**src/rtl/fetch_stage.sv**
```systemverilog
// Instruction fetch stage: owns the PC, fetches over a req/ack handshake and
// offers one instruction at a time downstream until STOP is consumed.
module fetch_stage #(
    parameter int ADDR_W   = 8,
    parameter int INSTR_W  = 16,
    parameter int RESET_PC = 0
) (
    input  logic               clk,
    input  logic               reset,
    output logic               imem_req,
    output logic [ADDR_W-1:0]  imem_addr,
    input  logic               imem_ack,
    input  logic [INSTR_W-1:0] imem_rdata,
    input  logic               stall,
    input  logic               redirect,
    input  logic [ADDR_W-1:0]  redirect_pc,
    output logic [INSTR_W-1:0] instr,
    output logic [3:0]         opcode,
    output logic [ADDR_W-1:0]  instr_pc,
    output logic               instr_valid,
    output logic               halted
);

    localparam logic [1:0] IDLE  = 2'd0;
    localparam logic [1:0] FETCH = 2'd1;
    localparam logic [1:0] ISSUE = 2'd2;
    localparam logic [1:0] HALT  = 2'd3;

    localparam logic [3:0]        OP_STOP  = 4'hF;
    localparam logic [ADDR_W-1:0] PC_RESET = ADDR_W'(RESET_PC);

    logic [1:0]         state_q, state_d;
    logic [ADDR_W-1:0]  pc_q, pc_d;
    logic [INSTR_W-1:0] instr_q, instr_d;
    logic [ADDR_W-1:0]  instr_pc_q, instr_pc_d;

    always_comb begin
        state_d    = state_q;
        pc_d       = pc_q;
        instr_d    = instr_q;
        instr_pc_d = instr_pc_q;
        // Redirect outranks ack, stall and STOP in every live state; an ack
        // landing in the same cycle is simply dropped with the request.
        if (state_q != HALT && redirect) begin
            pc_d    = redirect_pc;
            state_d = FETCH;
        end else begin
            case (state_q)
                IDLE:  state_d = FETCH;
                FETCH: if (imem_ack) begin
                    instr_d    = imem_rdata;
                    instr_pc_d = pc_q;
                    pc_d       = pc_q + 1'b1;
                    state_d    = ISSUE;
                end
                ISSUE: if (!stall) begin
                    state_d = (instr_q[INSTR_W-1 -: 4] == OP_STOP) ? HALT : FETCH;
                end
                default: state_d = HALT;
            endcase
        end
    end

    always_ff @(posedge clk or posedge reset) begin
        if (reset) begin
            state_q    <= IDLE;
            pc_q       <= PC_RESET;
            instr_q    <= '0;
            instr_pc_q <= '0;
        end else begin
            state_q    <= state_d;
            pc_q       <= pc_d;
            instr_q    <= instr_d;
            instr_pc_q <= instr_pc_d;
        end
    end

    // Outputs decode registered state only, so reset drops imem_req at once.
    assign imem_req    = (state_q == FETCH);
    assign imem_addr   = pc_q;
    assign instr       = instr_q;
    assign opcode      = instr_q[INSTR_W-1 -: 4];
    assign instr_pc    = instr_pc_q;
    assign instr_valid = (state_q == ISSUE);
    assign halted      = (state_q == HALT);

endmodule

```
**config.mk**
```make
export PLATFORM = sky130hd
export DESIGN_NAME = fetch_stage
export DESIGN_NICKNAME = d
export VERILOG_FILES = /design/src/rtl/fetch_stage.sv
export SDC_FILE = /design/constraint.sdc
export NUM_CORES = 1
export LEC_CHECK = 0
export ABC_AREA = 0
export CAP_MARGIN = 20
export CORE_ASPECT_RATIO = 0.5
export CORE_MARGIN = 1
export CORE_UTILIZATION = 43
export CTS_CLUSTER_DIAMETER = 80
export DETAILED_ROUTE_END_ITERATION = 7
export PLACE_DENSITY = 0.9
export SYNTH_ARGS = -nofsm -noshare
export SYNTH_HDL_FRONTEND = slang
export SYNTH_SLANG_ARGS = --single-unit
```
**constraint.sdc**
```tcl
create_clock -name clk -period 2.9 [get_ports clk]
set_clock_uncertainty 0.15 [all_clocks]
set_input_delay 0.725 -clock clk [delete_from_list [all_inputs] [get_ports clk]]
set_output_delay 0.725 -clock clk [all_outputs]
set_load 0.05 [all_outputs]
```
==> Yosys cells after proc, flatten, opt, wreduce, memory -nomap -nowiden <==
Cells that the tools add are included.
{ "totals": {"reg_bits": 34, "inputBits": 29, "wordCells": 28} }
{ "op_classes": {"add_sub_neg": 1, "n_eq_ne": 7, "muxes": 8, "bitwise_logic": 1, "n_reduce_logical": 7} }
{ "op_table": {"columns": ["operator", "count"], "rows": [
  ["$mux W8", 3],
  ["$add A8 B1 Y8 const B", 1],
  ["$mux W2", 4],
  ["$pmux W2 S3", 1],
  ["$eq A2 B2 Y1 const B", 2],
  ["$eq A4 B4 Y1 const B", 1],
  ["$reduce_and A2 Y1", 2],
  ["$reduce_bool A2 Y1", 2],
  ["$ne A3 B1 Y1 const B", 1],
  ["$ne A3 B2 Y1 const B", 1],
  ["$reduce_and A3 Y1", 1],
  ["$eq A2 B1 Y1 const B", 1],
  ["$logic_not A2 Y1", 1],
  ["$ne A2 B2 Y1 const B", 1],
  ["$logic_and A1 B1 Y1", 1],
  ["$not A1 Y1", 1]
]} }

==> Longest topological paths before layout <==
{ "depth": {"word_depth": 5, "mapped_depth": 5, "mapped_depth_nobuf": 5} }

==> Worst setup path before layout <==
Ideal clock, no wire load.
{ "synth_timing": {"path_type": "register to output", "from": "register state_q[0]", "to": "output port imem_req", "arrival_time_ns": 1.167, "required_time_ns": 2.025, "setup_slack_ns": 0.858, "stages_incl_launch_ff": 2, "path_buffers": 0, "path_cell_list": "dfrtp_1 > nor2b_1"} }
{ "synth_via": {"elab_chain_len": 1} }
{ "synth_lines": {"columns": ["item", "line", "rtl"], "rows": [
  ["from (decl)", "32", "logic [1:0] state_q, state_d;"],
  ["from (signal assigned)", "71", "state_q <= state_d;"],
  ["$eq A2 B1 Y1", "79", "assign imem_req = (state_q == FETCH);"],
  ["to (decl)", "10", "output logic imem_req,"]
]} }
No other way between the ends.

==> Worst setup path after layout <==
{ "layout_timing": {"from": "register state_q[0]", "to": "output port instr_valid"} }
{ "layout_via": {"elab_chain_len": 1} }
{ "layout_lines": {"columns": ["item", "line", "rtl"], "rows": [
  ["$eq A2 B2 Y1", "84", "assign instr_valid = (state_q == ISSUE);"],
  ["to (decl)", "20", "output logic instr_valid,"]
]} }
No other way between the ends.

==> metrics.cfg <==
[sta]
slew_headroom_pct = 65.34
layout_min_cycle_time_ps = 2717
fin_crit_sh_pct = 93.69
rsz0062_at_grt = false
setup_viol = 0
fmax_mhz = 368.0
worstMarginPinSlew_ps = 518.3
holdWs_ps = 335.0
drv_slew = 0
fin_setup_tns_ps = 0
hold_viol = 0

[synth]
synthFlopType = dfrtp_1
synth_nets = 146
syn_avg_cell_area_um2 = 13.20
synth_edf_count = 0
synthCells = 116
async_flop_share_pct = 100.0
synth-seq-cells = 34
ys.warnings.count = 0
synth_cell_types = 32
ys_seq_area_share_pct = 55.56
netlist_area_um2 = 1531

[final_layout]
drive_gt1_share_pct = 19.89
n_antenna_cell = 0
stdcell_count = 234
nets = 215
area_growth_pct = 52.12
finish.instance_area_um2 = 2330

[route]
drc = 0
drtAntennaViolNets = 0
first_pass_iters = 4
drtIter0Drc = 67
via_per_inst = 4.846
wire_per_inst_um = 14.33
vias = 1134
routed_wl_um = 3354

[critical_path]
path_cells = and2b_1 > clkdlybuf4s50_1
cp-end-kind = primary output
cp.arrival_ps = 1840
crit_path_max_incr_delay_ps = 810
crit_fanout = 7
crit_required_ps = 2030
crit_type = reg2out
slowest_stage = clkdlybuf4s50_1
start_kind = flip-flop
crit_family = buffers and inverters
cp.buffers_inverters = 1

[status]
run_status = completed

[placed_design]
dp_hpwl_um = 2425
place_inst = 226
port_buffers = 67
dpl_cell_area_um2 = 2220
gp_congestion = 0.7761

[clock_network]
cts.sinks = 34
cts-resized-gates = 0
clk_pin_slew_ps = 70
cts_max_level = 2
cts_made_buffers = 5
cts_hold_buf = 0
cts_setup_buffers = 0
cts_max_path_buffers = 2
cts_tree = yes
cts_root_buf = clkbuf_8
clock_latency_ps = 290

[die]
io_pins = 68
initial_core_util_pct = 48.04
coreArea_um2 = 3188
die-area_um2 = 3819
die_w_um = 86.40
rows = 14
die_h_um = 44.20

[grt]
grt_max_degree = 35
grt_pass1_wl_um = 5375
grt_pass1_vias = 1167
grt_overflow = 0
grtUsageTotal_pct = 19.48
antenna_found_initial = 0

[min_path]
hp-class = reg2reg

[job]
drv_cap = 0

[power_and_ir_drop]
cellPowerDensity_nw_per_um2 = 1352
leakage_nw = 0.9586
ir_drop_uv = 710.7

==> layout make-up <==
type	count	area, µm²
Clock buffer	8	110.1
Fill cell	209	858.3
Inverter	3	11.26
Multi-Input combinational cell	72	611.8
Sequential cell	34	850.8
Tap cell	48	60.06
Timing Repair Buffer	69	685.7
==> cell usage after synthesis, types with 2 or more instances <==
| cell type | n | area (µm²) |
|---|---|---|
| o21ai_2 | 2 | 17.52 |
| nor2_1 | 3 | 11.26 |
| o21ai_0 | 6 | 30.03 |
| dfrtp_1 | 34 | 850.8 |
| mux2_2 | 21 | 236.5 |
| xnor2_1 | 5 | 43.79 |
| buf_6 | 2 | 22.52 |
| inv_1 | 3 | 11.26 |
| nor2b_1 | 2 | 12.51 |
| nand2_1 | 10 | 37.54 |
| buf_4 | 4 | 30.03 |
| nor3_1 | 2 | 10.01 |
| mux2_1 | 3 | 33.78 |
==> path summary, 6_finish.rpt <==
| kind | from | endpoint | slack [ps] | cells past startpoint |
|---|---|---|---|---|
| hold reg to reg | instr[7] | instr[7] | 330 | 1 |
| hold / removal | instr[7] | instr[7] | 330 | 1 |
| min in group asynchronous | reset | instr[13] | 680 | 3 |
| setup reg to reg | state_q[0] | instr_pc[3] | 1110 | 3 |
| max in group asynchronous | reset | instr[7] | 1620 | 3 |
| setup / recovery | state_q[0] | instr_valid | 180 | 2 |
==> through the flow <==
| step | total power, mW | utilization, % | setup slack [ps] |
|---|---|---|---|
| 2_1_floorplan | 2.136 | - | 857.8 |
| 4_1_cts | 3.177 | 73.08 | 181.4 |
| 6_report | 3.149 | 73.08 | 183.0 |
| 3_5_place_dp | 2.757 | 69.62 | 356.5 |
| 5_1_grt | 3.289 | 73.08 | 130.7 |
| 3_3_place_gp | 2.720 | 69.62 | 399.1 |
==> sequential cells by signal, indices dropped and copies added (netlist names) <==
register,flops
state_q,2
imem_addr,8
instr,16
instr_pc,8
==> metal layers <==
layer | vias to the layer above | global-route usage, % | share of wire [%]
met2 | 36 | 32.22 | 50
li1 | 536 | - | -
met5 | - | 0 | 0
met3 | 8 | 7.276 | 5.5
met1 | 554 | 22.84 | 43
met4 | 0 | 10.33 | 2.0
==> layout by cell type, fill, tap and decap left out, drive strengths merged <==
cell type / synthesis / routed
nor3: 2 / 2
xor2: 1 / 1
and3: 1 / 1
nor3b: 1 / 1
a311oi: 1 / 1
nand3b: 1 / 1
mux2: 24 / 24
nand4b: 1 / 1
buf: 7 / 2
nor4: 1 / 1
clkbuf: 0 / 8
nand2: 10 / 10
clkdlybuf4s50: 0 / 67
nand3: 1 / 1
a41oi: 1 / 1
and2: 1 / 1
o21ai: 9 / 9
and2b: 1 / 1
nor2b: 3 / 3
a21o: 1 / 1
xnor2: 5 / 5
ha: 1 / 1
nand4: 1 / 1
mux2i: 1 / 1
dfrtp: 34 / 34
inv: 3 / 3
nor2: 4 / 4
==> worst reg2reg max path: cells and delay by family, from the launching register on <==
kind | cells | cell delay [ps]
simple gates | 2 | 610
mux | 1 | 410
flops | 1 | 490
==> logic make-up after synthesis <==
logic type / share of synthesized area [%]
flip-flops: 55.56
AND/OR/NAND/NOR: 12.34
multiplexers: 18.30
AO/OA/AOI/OAI: 5.066
buffers and inverters: 4.493
XOR/XNOR: 3.431
adder cells (fa/ha/maj): 0.8169
==> power by group <==
| part | switching (mW) | leakage [nW] | internal [mW] |
|---|---|---|---|
| Sequential | 0.187 | 0.401 | 0.702 |
| Combinational | 1.20 | 0.500 | 0.660 |
| Clock | 0.162 | 0.0575 | 0.239 |
No activity file was read; power rests on OpenSTA's default activity.
